==> config.mk <==
export PLATFORM = sky130hd
export DESIGN_NAME = serial_deser_flat
export DESIGN_NICKNAME = d
export VERILOG_FILES = /design/src/rtl/serial_deser_pkg.sv /design/src/rtl/serial_deser_if.sv /design/src/rtl/shift_reg_sipo.sv /design/src/rtl/serial_deser.sv /design/src/flat_wrapper.sv
export SDC_FILE = /design/constraint.sdc
export NUM_CORES = 1
export LEC_CHECK = 0
export ABC_AREA = 0
export ABC_CLOCK_PERIOD_IN_PS = 1480
export CAP_MARGIN = 5
export CORE_ASPECT_RATIO = 1.2
export CORE_UTILIZATION = 51
export CTS_CLUSTER_SIZE = 12
export DETAILED_ROUTE_END_ITERATION = 10
export GPL_ROUTABILITY_DRIVEN = 0
export MAX_ROUTING_LAYER = met4
export PLACE_DENSITY = 0.77
export SYNTH_ARGS = -nofsm -noshare
export SYNTH_HDL_FRONTEND = slang
export SYNTH_SLANG_ARGS = --single-unit
==> constraint.sdc <==
create_clock -name CLK -period 1.48 [get_ports CLK]
set_clock_uncertainty 0.05 [all_clocks]
set_input_delay 0.222 -clock CLK [delete_from_list [all_inputs] [get_ports CLK]]
set_output_delay 0.222 -clock CLK [all_outputs]
set_load 0.01 [all_outputs]
==> src/rtl/serial_deser_pkg.sv <==
// deser_pkg: shared state encoding and sizing helpers for the serial receive stage
package deser_pkg;
  typedef enum logic [1:0] {IDLE = 2'b00, DATA = 2'b01, STOP = 2'b10} state_t;
  localparam int DEFAULT_WIDTH = 8;
  function automatic int cntWidth(input int w);
    return w < 2 ? 1 : $clog2(w);
  endfunction
endpackage

==> src/rtl/serial_deser_if.sv <==
// serial_deser_if: serial input, bit strobe and parallel valid/ready bundle
interface serial_deser_if import deser_pkg::*; #(parameter int WIDTH = DEFAULT_WIDTH);
  logic D_IN, EN, DREADY, DVALID, BUSY, FERR, OVERRUN;
  logic [WIDTH-1:0] DOUT;
  modport master(output D_IN, EN, DREADY, input DOUT, DVALID, BUSY, FERR, OVERRUN);
  modport slave(input D_IN, EN, DREADY, output DOUT, DVALID, BUSY, FERR, OVERRUN);
endinterface

==> src/rtl/shift_reg_sipo.sv <==
// shift_reg_sipo: right-shifting serial-in parallel-out register, new bit enters the MSB
module shift_reg_sipo #(parameter int WIDTH = 8) (
  input  logic             CLK,
  input  logic             RST,
  input  logic             shiftEn,
  input  logic             serialIn,
  output logic [WIDTH-1:0] parOut
);
  always_ff @(posedge CLK)
    parOut <= RST ? '0 : shiftEn ? {serialIn, parOut[WIDTH-1:1]} : parOut;
endmodule

==> src/rtl/serial_deser.sv <==
// serial_deser: start/stop framed serial receiver with valid/ready output, framing and overrun flags
module serial_deser import deser_pkg::*; #(parameter int WIDTH = DEFAULT_WIDTH) (
  input logic CLK,
  input logic RST,
  serial_deser_if.slave bus
);
  localparam int CW = cntWidth(WIDTH);
  state_t state, nextState;
  logic [CW-1:0] cnt;
  logic [WIDTH-1:0] shiftQ;
  logic stopEn, goodStop, load;
  assign stopEn = state == STOP && bus.EN;
  assign goodStop = stopEn && bus.D_IN;
  // a good word is only dropped when the previous one is still held and not taken this cycle
  assign load = goodStop && !(bus.DVALID && !bus.DREADY);
  assign bus.BUSY = state == DATA || state == STOP;
  shift_reg_sipo #(.WIDTH(WIDTH)) sipo (
    .CLK(CLK), .RST(RST), .shiftEn(state == DATA && bus.EN), .serialIn(bus.D_IN), .parOut(shiftQ)
  );
  always_comb begin
    nextState = IDLE;
    case (state)
      IDLE: nextState = bus.EN && !bus.D_IN ? DATA : IDLE;
      DATA: nextState = bus.EN && cnt == CW'(WIDTH - 1) ? STOP : DATA;
      STOP: nextState = bus.EN ? IDLE : STOP;
      default: nextState = IDLE;
    endcase
  end
  always_ff @(posedge CLK) begin
    if (RST) begin
      state <= IDLE;
      cnt <= '0;
      bus.DOUT <= '0;
      bus.DVALID <= 1'b0;
      bus.FERR <= 1'b0;
      bus.OVERRUN <= 1'b0;
    end else begin
      state <= nextState;
      cnt <= state == IDLE ? '0 : (state == DATA && bus.EN) ? cnt + CW'(1) : cnt;
      bus.FERR <= stopEn && !bus.D_IN;
      bus.OVERRUN <= bus.OVERRUN || (goodStop && !load);
      bus.DVALID <= load || (bus.DVALID && !bus.DREADY);
      if (load) bus.DOUT <= shiftQ;
    end
  end
endmodule
==> src/flat_wrapper.sv <==
// flat-port wrapper written by rule: the top's interface ports become plain ports
module serial_deser_flat import deser_pkg::*;
#(parameter int WIDTH = DEFAULT_WIDTH)
  (CLK, RST, bus_D_IN, bus_EN, bus_DREADY, bus_DOUT, bus_DVALID, bus_BUSY, bus_FERR, bus_OVERRUN);
  serial_deser_if #(.WIDTH(WIDTH)) bus_i ();
  input logic CLK;
  input logic RST;
  input wire logic [$bits(bus_i.D_IN)-1:0] bus_D_IN;
  input wire logic [$bits(bus_i.EN)-1:0] bus_EN;
  input wire logic [$bits(bus_i.DREADY)-1:0] bus_DREADY;
  output wire logic [$bits(bus_i.DOUT)-1:0] bus_DOUT;
  output wire logic [$bits(bus_i.DVALID)-1:0] bus_DVALID;
  output wire logic [$bits(bus_i.BUSY)-1:0] bus_BUSY;
  output wire logic [$bits(bus_i.FERR)-1:0] bus_FERR;
  output wire logic [$bits(bus_i.OVERRUN)-1:0] bus_OVERRUN;
  assign bus_i.D_IN = bus_D_IN;
  assign bus_i.EN = bus_EN;
  assign bus_i.DREADY = bus_DREADY;
  assign bus_DOUT = bus_i.DOUT;
  assign bus_DVALID = bus_i.DVALID;
  assign bus_BUSY = bus_i.BUSY;
  assign bus_FERR = bus_i.FERR;
  assign bus_OVERRUN = bus_i.OVERRUN;
  serial_deser #(.WIDTH(WIDTH)) u_core (.CLK(CLK), .RST(RST), .bus(bus_i));
endmodule
* Word level (Yosys, flattened, before mapping)
Index checks and enable logic that the tools add are counted.
Word-level totals: register bits after elaboration 24, input port bits 5, output and inout port bits 12, logic and storage cells 33
Cells by class: add/subtract/negate cells 1, eq/ne operators 3, muxes and demuxes 4, reduce and logical (&&, ||, !) cells 18
Operators with widths (count):
- 1-bit logical AND | 9
- 2-bit one-hot mux with 3 select lines | 1
- 1-bit zero test | 4
- 2-bit 2-to-1 mux | 2
- 3-bit by 1-bit adder with 3-bit output (second input constant) | 1
- 3-bit == test (second input constant) | 1
- 1-bit logical OR | 3
- 2-bit by 1-bit == test with 1-bit output (second input constant) | 1
- 2-bit == test (second input constant) | 1
- 2-bit zero test | 1
- 2-bit OR reduction | 1
- 1-bit 2-to-1 mux | 1

* Logic depth before layout (Yosys ltp)
Gate-level depths: netlist of run 1.
word-level depth 7, depth in mapped cells 6, depth with buffers taken out 5

* Modules after synthesis
From an unflattened synthesis of run 1, not the netlist that was laid out.
Unflattened totals: cell total of the unflattened synthesis 100, area total of the unflattened synthesis 1059.8 um2
Modules (own cells, without submodules):
- serial_deser | times used 1, cells an instance 74, area an instance 774.5 um2, sequential area each 320.3 um2
- shift_reg_sipo | times used 1, cells an instance 26, area an instance 285.3 um2, sequential area each 160.2 um2

* Least setup slack after synthesis of run 1
No wires, ideal clock.
path kind register to register, start point reg u_core.state[1], end point reg u_core.cnt[1], library setup time 0.120 ns, data arrival time 1.091 ns, required time 1.310 ns, path slack 0.219 ns, cell stages (with the launch flop) 7, buffers on the path 1, clock period less this slack 1.261 ns, cell sequence dfxtp_1 -> inv_1 -> ha_1 -> and2_4 -> buf_12 -> mux2i_1 -> nor3_2
Between the ends: longest elaborated chain between the ends 2, elaborated cells on any way between the ends 4, classes of those cells eq/ne (1); reduce/logical (3)
RTL lines:
- from (decl) | RTL line serial_deser.sv:8 | state_t state, nextState;
- from (signal assigned) | RTL line serial_deser.sv:38 | state <= nextState;
- 2-bit by 1-bit == test with 1-bit output / 2-bit zero test (equally long branches) | RTL line serial_deser.sv:39 | cnt <= state == IDLE ? '0 : (state == DATA && bus.EN) ? cnt + CW'(1) : cnt;
- 1-bit logical AND / 2-bit OR reduction (equally long branches)
- to (signal assigned) | RTL line serial_deser.sv:39
- to (decl) | RTL line serial_deser.sv:9 | logic [CW-1:0] cnt;
Several ways; a longest one is shown, not always the timed one. A chain may end at the register's enable or synchronous reset.

* Worst setup path in the final report of run 1
start point reg u_core.bus.OVERRUN, end point out bus_OVERRUN
RTL lines:
- from (decl) | RTL line serial_deser_if.sv:6 | modport slave(input D_IN, EN, DREADY, output DOUT, DVALID, BUSY, FERR, OVERRUN);
- from (signal assigned) | RTL line serial_deser.sv:41 | bus.OVERRUN <= bus.OVERRUN || (goodStop && !load);
- to (decl) | RTL line flat_wrapper.sv:15 | output wire logic [$bits(bus_i.OVERRUN)-1:0] bus_OVERRUN;
No word-level cell between the ends.

==> flow_summary_export.csv, run 1 <==
group,metric,value,unit
floorplanning,start_util,0.562,
clock_tree,cts_setup_buffers,0,
sta,period_minus_slack,1.45,ns
synthesis,syn_area,0.00106,sq mm
synthesis,synthCells,108,
floorplanning,die-height,52.1,um
critical_path,cp_slowest_cell,"clkdlybuf4s50_1",
layout,n_antenna_cell,0,
critical_path,start_kind,"flop",
sta,finalSetupViolations,0,
min_path,hold_class,"flop to flop",
min_path,holdPathStages,2,
layout,stdcell_count,148,
clock_tree,cts_max_level,1,
synthesis,synth_nets,119,
critical_path,reg2reg_depth,5,
critical_path,critPathLaunch,"u_core.bus.OVERRUN",
job,max_cap_violations,0,
global_routing,grt_usage,0.178,
min_path,min_to,"u_core.bus.DOUT[4]",
clock_tree,cts_root_buf,"clkbuf_4",
sta,worstMarginPinSlew,0.271,ns
floorplanning,core,0.00189,sq mm
synthesis,ys_types,23,
synthesis,ys_ff_latch,24,
layout,final_common_cell,"dfxtp_1",
route,wirelength,1710,um
placement,io_buffers,16,
synthesis,yosysWarnings,0,
route,drc,2,
placement,hpwl,1270,um
global_routing,grt_pass1_vias,740,
floorplanning,dieArea,0.00228,sq mm
sta,relSlewSlack,0.819,
critical_path,critPathKind,"flop to primary output",
layout,drive_gt1_frac,0.140,
route,avgViaCountPerCell,5.20,
layout,design_area,0.00131,sq mm
outcome,violations,"design-rule violations",
critical_path,reg2reg_to,"u_core.bus.DOUT[0]",
route,vias,769,
clock_tree,cts_tree,"yes",
sta,max_freq,0.691,GHz
floorplanning,ioPinCount,17,
floorplanning,die_x,43.7,um
layout,final_cell_mix,"23 x dfxtp_1, 18 x nand2_1, 16 x nand2b_1",
pwr,vdd.ir_drop.worst,548,uV
clock_tree,cts_buffer_depth,2,
synthesis,yosysSeqAreaShare,0.451,
sta,slew_violations,0,
placement,post-place-ws,-0.0922,ns
pwr,power,1.00,mW
critical_path,crit_path_end_kind,"primary output",
sta,setup_tns,0,ns
layout,final_util,0.691,
clock_tree,clk_latency,0.30,ns
global_routing,antenna_found_initial,0,
critical_path,crit_path_max_fanout,2,
critical_path,critPathMaxStageDelay,0.53,ns
layout,area_growth,22.9,%
clock_tree,cts_buffers,3,
critical_path,reg2reg_from,"u_core.state[1]",
global_routing,grt_max_degree,33,
sta,hold_viol,0,
route,dr.pass1.iters,7,
critical_path,critPathTopFamily,"buffers and inverters",
critical_path,reg2reg_slack,0.15,ns
sta,fin_crit_sh,0.978,
layout,finalNetCount,142,
floorplanning,rows,17,
route,initialDrtViolationCount,13,
critical_path,crit_chain,"clkdlybuf4s50_1",
route,route.detailed.wl_per_inst,11.5,um
pwr,p_leak,0.610,nW
placement,placed_cells,145,
sta,layout_setup_ws,0.0319,ns
global_routing,grt_first_pass_wirelength,2950,um
global_routing,grt-ovfl-total,0,
route,antenna_left,0,
pwr,p_per_area,766,mW/mm^2
critical_path,cp.required,1.21,ns
synthesis,syn_avg_cell_area,9.86,sq um
min_path,min_from,"u_core.bus.DOUT[4]",
sta,rsz0062_at_grt,"false",
outcome,status,"finished with violations",
clock_tree,cts.sinks,24,
placement,placed_area,0.00127,sq mm
sta,hold_slack,0.427,ns
critical_path,critPathArrivalTime,1.18,ns
layout,fill_cells,147,
critical_path,crit_buf_inv,1,
clock_tree,clkTransAtPathRegs,0.12,ns
[cell usage after synthesis (all sizes together)]
cell     n  area, sq um
a21oi    8         40.0
a31oi    2         12.5
a32oi    1         8.76
a41oi    1         8.76
and2     1         8.76
and2b    2         15.0
buf      4         41.3
clkbuf   1         3.75
dfxtp   24          480
ha       6         75.1
inv      3         11.3
mux2i   10          100
nand2   18         67.6
nand2b  16          100
nand3    1         10.0
nor2     3         27.5
nor3     5         35.0
nor4bb   1         10.0
xnor2    1         8.76
[cell families (layout without fill, tap and decap cells)]
logic type,count (synthesis),after routing,synth area share
xor+xnor,1,1,0.00823
fa+ha+maj,6,6,0.0705
compound gates,12,12,0.0658
mux,10,10,0.0940
simple gates,47,47,0.257
buf+inv,8,29,0.0529
flops,24,24,0.451
[power by group]
group          internal, mW  switching (mW)
clock                0.0949           0.178
sequential            0.649         0.00182
combinational        0.0411          0.0379
[state kept, by name (all words and copies together) (netlist names)]
register / cells
u_core.bus.OVERRUN: 1
u_core.cnt: 3
u_core.bus.DOUT: 8
u_core.state: 2
u_core.sipo.parOut: 8
u_core.bus.DVALID: 1
u_core.bus.FERR: 1
[area by class of cell]
cell class | instances | area [sq um] | share of cell area
clock buffers | 3 | 22.5 | 0.0172
inverters | 3 | 11.3 | 0.00860
multi-input cells | 76 | 531 | 0.405
flip-flops and latches | 24 | 482 | 0.368
well taps | 19 | 23.8 | 0.0182
repair buffers | 23 | 239 | 0.183
[layer usage]
metal,share of wire,vias up,track usage
met1,0.44,349,0.202
met2,0.51,15,0.311
li1,-,403,-
met3,0.034,2,0.0208
met4,0.0070,0,0.0781
met5,0,-,-
[worst max path at each step]
stage,end,cells past startpoint,slack (ns)
5_1_grt,bus_OVERRUN,1,0.003
3_3_place_gp,u_core.bus.DOUT[6],4,-0.04
6_report,bus_OVERRUN,1,0.03
2_1_floorplan,u_core.cnt[1],6,0.22
3_5_place_dp,u_core.bus.DOUT[0],4,-0.09
4_1_cts,bus_DOUT[7],1,0.002
[what timing repair did]
| item | 4_1_cts | 5_1_grt |
|---|---|---|
| cloned | 0 | 0 |
| hold buffers | 0 | 0 |
| endpoints found under the hold margin | 0 | 0 |
| gates resized for setup | 6 | 9 |
| setup endpoints to repair | 2 | 12 |
| pin swaps | 0 | 1 |
(Power assumes the default switching activity.)
==> run 2, diff against run 1 <==
Settings changed: GPL_ROUTABILITY_DRIVEN 0 to default, SYNTH_HIERARCHICAL from default to 1.
==> flow_summary_export.csv, run 2 <==
group,metric,value,unit
placement,placed_cells,140,
sta,fin_crit_sh,0.970,
sta,setup_tns,0,ns
min_path,min_from,"u_core/bus.DOUT[3]",
sta,hold_viol,0,
layout,top_regs,"u_core/bus.DOUT (8), u_core/sipo/parOut (8), u_core/cnt (3)",
critical_path,start_kind,"flop",
job,max_cap_violations,0,
critical_path,reg2reg_depth,7,
layout,fill_cells,150,
synthesis,yosysWarnings,6,
clock_tree,cts_setup_buffers,0,
sta,finalSetupViolations,0,
layout,final_cell_mix,"21 x dfxtp_1, 18 x mux2i_1, 16 x nand2b_1",
synthesis,synthCells,100,
critical_path,critPathArrivalTime,1.16,ns
sta,rsz0062_at_grt,"false",
critical_path,crit_path_max_fanout,1,
critical_path,cp_slowest_cell,"clkdlybuf4s50_1",
critical_path,crit_path_end_kind,"primary output",
synthesis,syn_area,0.00106,sq mm
route,route.detailed.wl_per_inst,12.9,um
layout,finalNetCount,137,
clock_tree,clk_latency,0.31,ns
synthesis,syn_avg_cell_area,10.6,sq um
outcome,status,"finished with violations",
synthesis,synth_compound_area_frac,0.0283,
floorplanning,die-height,51.9,um
pwr,p_per_area,894,mW/mm^2
synthesis,synth_mux_area_frac,0.170,
synthesis,synth-edff-count,0,
layout,final_common_cell,"dfxtp_1",
placement,hpwl,1320,um
layout,drive_gt1_frac,0.184,
synthesis,synth.area.top_cells,"dfxtp_1 45%, mux2i_1 17%, nand2b_1 9.4%",
clock_tree,clkTransAtPathRegs,0.13,ns
floorplanning,ioPinCount,17,
floorplanning,dieArea,0.00227,sq mm
synthesis,synth_ff_type,"dfxtp_1",
synthesis,synth_nets,111,
synthesis,ys_top_cells_by_count,"24 x dfxtp_1, 18 x mux2i_1, 16 x nand2b_1, 10 x nor2_1, 6 x ha_1",
route,wirelength,1850,um
min_path,min_to,"u_core/bus.DOUT[3]",
min_path,holdPathStages,2,
critical_path,cp.required,1.21,ns
floorplanning,die_x,43.6,um
floorplanning,rows,17,
floorplanning,core,0.00189,sq mm
clock_tree,cts_max_level,1,
synthesis,yosysMostFrequentCell,"dfxtp_1",
global_routing,antenna_found_initial,0,
route,dr.pass1.iters,7,
synthesis,synth_xor_xnor_area_share,0.00826,
layout,stdcell_count,144,
route,initialDrtViolationCount,7,
critical_path,reg2reg_from,"u_core/state[0]",
critical_path,reg2reg_to,"u_core/sipo/parOut[2]",
global_routing,grt_usage,0.194,
synthesis,synth-adder-area-share,0.0708,
route,drc,2,
clock_tree,hold_buffers,0,
sta,hold_slack,0.429,ns
synthesis,synth_top_family_by_area,"simple AND/OR/NAND/NOR gates",
synthesis,ys_types,23,
critical_path,crit_chain,"clkdlybuf4s50_1",
placement,io_buffers,16,
sta,max_freq,0.696,GHz
placement,gp_congestion,0.733,
pwr,p_leak,0.618,nW
clock_tree,cts_tree,"yes",
outcome,violations,"design-rule violations",
synthesis,async_flop_share,0,
critical_path,critPathKind,"flop to primary output",
sta,slew_violations,0,
clock_tree,cts_buffer_depth,2,
critical_path,critPathMaxStageDelay,0.52,ns
pwr,power,1.21,mW
layout,n_antenna_cell,0,
global_routing,grt_max_degree,22,
floorplanning,start_util,0.560,
clock_tree,cts.sinks,24,
critical_path,crit_buf_inv,1,
critical_path,critPathTopFamily,"buffers and inverters",
synthesis,yosysTopAreaCellShare,0.453,
sta,relSlewSlack,0.840,
min_path,hold_class,"flop to flop",
route,avgViaCountPerCell,5.13,
synthesis,yosys.area.top_type,"dfxtp_1",
sta,period_minus_slack,1.44,ns
global_routing,grt_first_pass_wirelength,3110,um
layout,area_growth,27.7,%
clock_tree,cts_buffers,3,
route,antenna_left,0,
route,vias,738,
synthesis,ys_ff_latch,24,
critical_path,reg2reg_slack,0.09,ns
synthesis,synth-simple-area-share,0.226,
sta,worstMarginPinSlew,0.240,ns
pwr,vdd.ir_drop.worst,591,uV
global_routing,grt_pass1_vias,694,
synthesis,yosysSeqAreaShare,0.453,
clock_tree,cts_root_buf,"clkbuf_4",
global_routing,grt-ovfl-total,0,
[run 2: cell type report]
| cell class | instances | area, sq um | area share |
|---|---|---|---|
| multi-input cells | 67 | 533 | 0.394 |
| flip-flops and latches | 24 | 484 | 0.358 |
| repair buffers | 26 | 245 | 0.181 |
| clock inverters | 1 | 30.0 | 0.0222 |
| well taps | 19 | 23.8 | 0.0176 |
| clock buffers | 3 | 22.5 | 0.0166 |
| inverters | 4 | 15.0 | 0.0111 |
[run 2: cell families (layout without fill, tap and decap cells)]
family / count (synthesis) / count (layout)
and+or+nand+nor: 38 / 38
DFF: 24 / 24
adders and majority gates: 6 / 6
AOI/OAI and AO/OA: 4 / 4
buffers and inverters: 9 / 34
muxes: 18 / 18
xor gates and xnor gates: 1 / 1
[run 2: per-stage QoR]
step                       util  setup WS [ns]  area [sq um]
after floorplan               -          0.237          1060
after global placement    0.687        -0.0447          1300
after detailed placement  0.687         -0.104          1300
after CTS                 0.709        0.00174          1340
after global routing      0.715        0.00301          1350
final                     0.715         0.0438          1350
[run 2: where the power goes]
group          internal, mW  switching (mW)
registers             0.650         0.00227
logic                0.0457          0.0406
clock network         0.274           0.199
[run 2: what timing repair did]
action / CTS / global route
cloned: 0 / 0
endpoints found under the setup margin: 7 / 4
hold endpoints to repair: 0 / 0
gates resized for setup: 12 / 5
pin swaps: 0 / 0
[run 2: worst max-delay path by stage]
stage	startpoint	to	slack, ns	cells after the start
after global placement	bus_EN	u_core/sipo/parOut[3]	-0.04	6
after detailed placement	bus_EN	u_core/sipo/parOut[2]	-0.10	6
final	u_core/bus.FERR	bus_FERR	0.04	1
after global routing	u_core/bus.FERR	bus_FERR	0.003	1
after CTS	u_core/bus.DVALID	bus_DVALID	0.002	1
after floorplan	u_core/state[1]	u_core/sipo/parOut[7]	0.24	7
[run 2: routing by layer]
metal,global-route usage,part of all wire,vias to the layer above,wire length (um)
met5,-,0,-,0
met3,0.0313,0.032,4,59
met1,0.238,0.48,334,885
met4,0.109,0.020,0,38
li1,-,-,386,-
met2,0.301,0.47,14,870
